===== config.mk =====
export PLATFORM = sky130hd
export DESIGN_NAME = prog_run_ctrl
export DESIGN_NICKNAME = d
export VERILOG_FILES = /design/src/rtl/prog_run_ctrl.sv
export SDC_FILE = /design/constraint.sdc
export NUM_CORES = 1
export LEC_CHECK = 0
export CORE_MARGIN = 2
export CORE_UTILIZATION = 43
export DETAILED_ROUTE_END_ITERATION = 8
export GPL_TIMING_DRIVEN = 1
export PLACE_DENSITY = 0.78
export RECOVER_POWER = 100
export REMOVE_ABC_BUFFERS = 1
export SLEW_MARGIN = 30
export SYNTH_ARGS = -nofsm -noshare
export SYNTH_HDL_FRONTEND = slang
export SYNTH_SLANG_ARGS = --single-unit
export TNS_END_PERCENT = 1

===== constraint.sdc =====
create_clock -name Clk -period 1.83 [get_ports Clk]
set_clock_uncertainty 0.2 [all_clocks]
set_input_delay 0.183 -clock Clk [delete_from_list [all_inputs] [get_ports Clk]]
set_output_delay 0.183 -clock Clk [all_outputs]
set_load 0.02 [all_outputs]

===== src/rtl/prog_run_ctrl.sv =====
// Run sequencer: arms on Start, launches the selected program with a one-cycle
// PC load, gates PC counting during the run, and stops on halt or cycle budget.
module prog_run_ctrl #(
    parameter int unsigned      PC_W       = 10,
    parameter int unsigned      CNT_W      = 16,
    parameter logic [CNT_W-1:0] MAX_CYCLES = 16'd50000,
    parameter int unsigned      NUM_PROGS  = 3,
    parameter logic [PC_W-1:0]  START0     = '0,
    parameter logic [PC_W-1:0]  START1     = '0,
    parameter logic [PC_W-1:0]  START2     = '0,
    parameter logic [PC_W-1:0]  START3     = '0
) (
    input  logic             Clk,
    input  logic             Reset_n,
    input  logic             Start,
    input  logic             HaltReq,
    input  logic             StallReq,
    output logic             CountEn,
    output logic             PcLoad,
    output logic [PC_W-1:0]  StartAddr,
    output logic [1:0]       ProgIdx,
    output logic             Ack,
    output logic             Timeout,
    output logic [CNT_W-1:0] CycleCnt
);

    typedef enum logic [2:0] {
        S_IDLE,
        S_ARMED,
        S_LOAD,
        S_RUN,
        S_HALTED
    } state_t;

    localparam logic [CNT_W-1:0] LAST_CYCLE = MAX_CYCLES - CNT_W'(1);
    localparam logic [1:0]       LAST_PROG  = 2'(NUM_PROGS - 1);

    state_t state;
    state_t state_nxt;
    logic   budget_end;

    // The final budgeted RUN cycle; reaching it forces a halt.
    assign budget_end = (CycleCnt == LAST_CYCLE);

    // State register.
    always_ff @(posedge Clk) begin
        if (!Reset_n) begin
            state <= S_IDLE;
        end else begin
            state <= state_nxt;
        end
    end

    // Next-state logic plus the PC control strobes.
    always_comb begin
        state_nxt = state;
        CountEn   = 1'b0;
        PcLoad    = 1'b0;
        case (state)
            S_IDLE: begin
                if (Start) state_nxt = S_ARMED;
            end
            S_ARMED: begin
                if (!Start) state_nxt = S_LOAD;
            end
            S_LOAD: begin
                PcLoad    = 1'b1;
                state_nxt = S_RUN;
            end
            S_RUN: begin
                CountEn = ~StallReq & ~HaltReq;
                if (HaltReq || budget_end) state_nxt = S_HALTED;
            end
            S_HALTED: begin
                if (Start) state_nxt = S_ARMED;
            end
            default: state_nxt = S_IDLE;
        endcase
    end

    // Run bookkeeping: cycle count, completion/timeout flags, program index.
    always_ff @(posedge Clk) begin
        if (!Reset_n) begin
            ProgIdx  <= '0;
            CycleCnt <= '0;
            Ack      <= 1'b0;
            Timeout  <= 1'b0;
        end else begin
            case (state)
                S_LOAD: begin
                    CycleCnt <= '0;
                    Timeout  <= 1'b0;
                    Ack      <= 1'b0;
                end
                S_RUN: begin
                    CycleCnt <= CycleCnt + CNT_W'(1);
                    if (HaltReq) begin
                        Ack <= 1'b1;
                    end else if (budget_end) begin
                        Ack     <= 1'b1;
                        Timeout <= 1'b1;
                    end
                end
                S_HALTED: begin
                    if (Start) begin
                        Ack     <= 1'b0;
                        ProgIdx <= (ProgIdx == LAST_PROG) ? '0 : ProgIdx + 2'd1;
                    end
                end
                default: ;
            endcase
        end
    end

    // Start address of the current program.
    always_comb begin
        case (ProgIdx)
            2'd0:    StartAddr = START0;
            2'd1:    StartAddr = START1;
            2'd2:    StartAddr = START2;
            default: StartAddr = START3;
        endcase
    end

endmodule


After elaboration in Yosys (flattened, before gate mapping)
Cells that the tools add are included.
Widths: inputs -> output; s select.
- output and inout bits: 32
- logic and storage cells: 46
- flip-flop bits (word level): 23
- bits in latches: 0
- memories kept: 0
- input port bits: 5
- ROM bits: 0
- memory bits (writable): 0
- muxes and demuxes: 14
- reduce and logical (&&, ||, !) cells: 9
- eq/ne operators: 13
- $mul: 0
- bitwise operators: 3
- $add $sub $neg: 2
- divide/modulo/power cells: 0
- magnitude comparators: 0
- shift-type cells: 0
- operators with widths (operator ; count):
    $pmux 16 s2 ; 1
    $add 16x1->16 const B ; 1
    $eq 16x16->1 const B ; 1
    $pmux 3 s4 ; 1
    $ne 2x2->1 const B ; 5
    $mux 3 ; 3
    $reduce_and 3->1 ; 3
    $eq 3x2->1 const B ; 2
    $mux 1 ; 6
    $eq 3x1->1 const B ; 1
    $eq 3x3->1 const B ; 1
    $logic_not 3->1 ; 1
    $ne 3x3->1 const B ; 1
    $pmux 1 s3 ; 1
    $reduce_bool 3->1 ; 1
    $add 2x1->2 const B ; 1
    $eq 2x2->1 const B ; 1
    $mux 2 ; 1
    $ne 2x1->1 const B ; 1
    $not 1->1 ; 2
    $pmux 1 s2 ; 1
    $reduce_and 2->1 ; 1
    $reduce_bool 2->1 ; 1
    $reduce_or 2->1 ; 1
    2 further kinds ; 2

Depth between registers and ports, before layout
- depth in word-level cells: 4
- gate-level depth with buffers: 6
- mapped depth without buffers: 5

Worst setup path before layout
OpenSTA, ideal clock, no wires.
- path type: reg-to-reg
- start point: register CycleCnt[0]
- end point: register state[0]
- arrival: 1.610 ns
- data required time: 1.510 ns
- library setup time: 0.120 ns
- slack: -0.100 ns
- buffers on the path: 0
- cell stages (with the launch flop): 6
- clock period less this slack: 1.930 ns
- cells stage by stage: dfxtp_1 -> ha_1 -> nand4_1 -> nand4b_2 -> and3_1 -> o31a_1
- longest elaborated chain between the ends: 4
- ends and longest elaborated chain (item ; RTL line ; RTL):
    start, declared ; 24 ; output logic [CNT_W-1:0] CycleCnt
    start signal, assigned ; 96 ; CycleCnt <= CycleCnt + CNT_W'(1);
    $eq 16x16->1 ; 43 ; assign budget_end = (CycleCnt == LAST_CYCLE);
    $logic_or 1x1->1 ; 72 ; if (HaltReq || budget_end) state_nxt = S_HALTED;
    $ne 2x2->1 (no source line) ; - ;
    $reduce_and 3->1 (no source line) ; - ;
    end signal, assigned ; 50 ; state <= state_nxt;
    end, declared ; 38 ; state_t state;
No other way between the ends.
A chain may end at the register's enable or synchronous reset.

Worst setup path after layout
Same ends and word-level chain as after synthesis.

==> flow_metrics.py <==
metrics = {
    "timing": {
        "finalHoldViolCount": 0,
        "hold_ws_ns": 0.273,
        "finalCriticalPeriod_ns": 1.75,
        "clock.fmax_ghz": 0.572,
        "slew_violations": 0,
        "setup_viol": 0,
        "rsz0062_at_grt": "false",
        "period_share_pct": 95.5,
    },
    "clock_tree": {
        "clk_pin_slew_worst_paths_ns": 0.13,
        "post_cts_buffers": 0,
        "clk_latency_ns": 0.32,
        "cts_made_buffers": 3,
        "cts_root_buffer": "clkbuf_4",
        "clockBufferDepth": 2,
        "clkSinkCount": 23,
        "cts_max_level": 1,
        "cts_tree": "done",
    },
    "setup_path": {
        "arrival_ns": 1.78,
        "crit_end": "state[0]$_SDFFE_PN0P_",
        "r2r-end": "state[0]$_SDFFE_PN0P_",
        "crit_path_start_kind": "flop",
        "setup.worst_path.start": "CycleCnt[0]$_SDFFE_PN0P_",
        "crit_path_end_kind": "flop",
        "crit_required_ns": 1.86,
        "cp_max_fo": 4,
        "rr_worst_depth": 5,
        "r2r_start": "CycleCnt[0]$_SDFFE_PN0P_",
        "worstSetupPathType": "flop to flop",
        "r2r_slack_ns": 0.08,
    },
    "grt": {
        "grt.total_usage_pct": 20.3,
        "antenna_found_initial": 0,
        "grt_max_degree": 21,
        "grt_pass1_wl_mm": 5.68,
        "grt-ovfl-total": 0,
        "grt_pass1_vias": 1278,
    },
    "placement": {
        "gp_congestion": 0.868,
        "hpwl_mm": 2.50,
        "io_buffers": 26,
    },
    "floorplan": {
        "coreArea_um2": 3080,
        "die_y_um": 61.3,
        "die_area_um2": 3750,
        "io_pins": 37,
        "die_w_um": 61.3,
        "start_util_pct": 45.8,
        "num_rows": 20,
    },
    "synth": {
        "synth_edf_count": 0,
        "synth_flop_cell": "dfxtp_1",
        "ys_types": 49,
        "seq_area_frac_synth_pct": 32.7,
        "yosysWarningCount": 0,
        "netlist_instances": 171,
        "async_flop_share_pct": 0,
        "ys_seq_elements": 23,
        "netlist_area_um2": 1410,
        "syn_avg_cell_area_um2": 8.25,
    },
    "min_path": {
        "hp-class": "flop to flop",
    },
    "pwr": {
        "p_leak_nw": 0.712,
        "power.density_nw_per_um2": 548,
        "vdd_drop_max_mv": 0.344,
    },
    "drt": {
        "routed_wl_mm": 3.36,
        "route.detailed.drc": 0,
        "drt_pre_antenna_iters": 4,
        "vias": 1361,
        "wl_per_cell_um": 13.2,
        "drt_iter0_drc": 43,
        "vias_per_cell": 5.36,
        "antenna_left": 0,
    },
    "layout": {
        "diodes": 0,
        "fin_util_pct": 56.1,
        "n_fill_cell": 314,
        "syn_to_final_growth_pct": 22.4,
        "drive_above_1_share_pct": 15.7,
        "fin_nets": 217,
    },
    "status": {
        "status": "finished, final reports clean",
    },
    "run": {
        "drv_cap": 0,
    },
}
[cells by family (layout without fill, tap and decap cells)]
| kind of cell | Yosys count | in the layout | synth area share [%] |
|---|---|---|---|
| AOI/OAI and AO/OA | 30 | 30 | 14.7 |
| xor gates and xnor gates | 2 | 2 | 1.24 |
| adders and majority gates | 1 | 1 | 0.887 |
| buffers and inverters | 25 | 55 | 10.7 |
| DFF | 23 | 23 | 32.7 |
| muxes | 6 | 6 | 4.35 |
| other | 1 | 10 | 0.266 |
| and+or+nand+nor | 83 | 83 | 35.1 |
[flip-flops by register name, summed over array words and instances (netlist names)]
signal and count:
Timeout 1, Ack 1, ProgIdx 2, state 3, CycleCnt 16
[cell usage after synthesis, types with 2 or more instances]
cell	number	area, µm²
a21boi_0	7	52.6
a21oi_1	6	30.0
a41o_1	2	20.0
and2_1	3	18.8
and3_1	2	12.5
buf_2	3	15.0
buf_4	10	75.1
buf_6	2	22.5
clkbuf_1	4	15.0
dfxtp_1	23	460
inv_1	5	18.8
mux2i_1	5	50.1
nand2_1	15	56.3
nand2b_1	3	18.8
nand3_1	14	70.1
nand4_1	6	37.5
nor2_1	11	41.3
nor2b_1	3	18.8
nor3_1	7	35.0
nor3b_1	3	22.5
nor4_1	3	18.8
o21a_1	3	22.5
o21ai_0	5	25.0
[critical path: stages, from the launching register on]
cell	delay, ns
dfxtp_1	0.36
ha_1	0.22
nand4_1	0.15
nand4b_2	0.23
and3_1	0.20
o31a_1	0.29
[per-stage QoR]
stage / setup TNS (ns) / cells / area (µm²) / power (mW) / setup slack (ns)
floorplan: -0.113 / 160 / 1310 / 0.635 / -0.107
global placement: -0.0573 / 250 / 1780 / 0.715 / -0.0573
detailed placement: -0.0551 / 250 / 1780 / 0.724 / -0.0551
CTS: -0.0244 / 254 / 1800 / 0.962 / -0.0244
global route: 0 / 254 / 1730 / 0.984 / 0.00827
finish: 0 / 254 / 1730 / 0.947 / 0.0821
[placed cells by master (no fill, tap or decap), types with 7 or more instances in the layout]
master           synthesis  layout
conb_1                   1      10
nand3_1                 14      14
clkbuf_1                 4      13
dlygate4sd2_1            0       7
clkdlybuf4s50_1          0       7
dfxtp_1                 23      21
nor2_1                  11      10
buf_4                   10      13
nand2_1                 15      15
a21boi_0                 7       7
[power by group]
| part | switching [mW] | internal [mW] | total [mW] | leakage [nW] |
|---|---|---|---|---|
| logic | 0.116 | 0.0686 | 0.185 | 0.507 |
| clock network | 0.161 | 0.0820 | 0.243 | 0.0177 |
| registers | 0.00765 | 0.511 | 0.519 | 0.187 |
[layout make-up]
type                            instances  area, µm²  area share, %
Clock buffer                            3       22.5           1.30
Clock inverter                          1       5.00          0.290
Inverter                                5       18.8           1.09
Multi-Input combinational cell        132        837           48.5
Sequential cell                        23        463           26.8
Tap cell                               44       55.1           3.19
Timing Repair Buffer                   46        325           18.8
[worst min path at each step]
stage	from	endpoint	slack [ns]	cells past startpoint
6_report	Timeout$_SDFFE_PN0P_	Timeout$_SDFFE_PN0P_	0.27	1
5_1_grt	Timeout$_SDFFE_PN0P_	Timeout$_SDFFE_PN0P_	0.29	1
4_1_cts	Timeout$_SDFFE_PN0P_	Timeout$_SDFFE_PN0P_	0.29	1
3_5_place_dp	Timeout$_SDFFE_PN0P_	Timeout$_SDFFE_PN0P_	0.26	1
3_3_place_gp	Timeout$_SDFFE_PN0P_	Timeout$_SDFFE_PN0P_	0.25	1
2_1_floorplan	Reset_n	state[2]$_SDFFE_PN0P_	0.10	1
[routing by layer]
layer	vias up	track usage (%)	wire, µm
met1	637	25.8	1470
met5	-	0	0
met3	4	5.04	199
met4	0	6.52	30
li1	674	-	-
met2	46	33.7	1650
[repair_timing]
item | in CTS | in global routing
gates resized for setup | 15 | 12
cloned | 0 | 0
hold buffers | 0 | 0
setup endpoints to repair | 11 | 11
endpoints found under the hold margin | 0 | 0
Note: power is estimated with default switching activity, not from simulation.
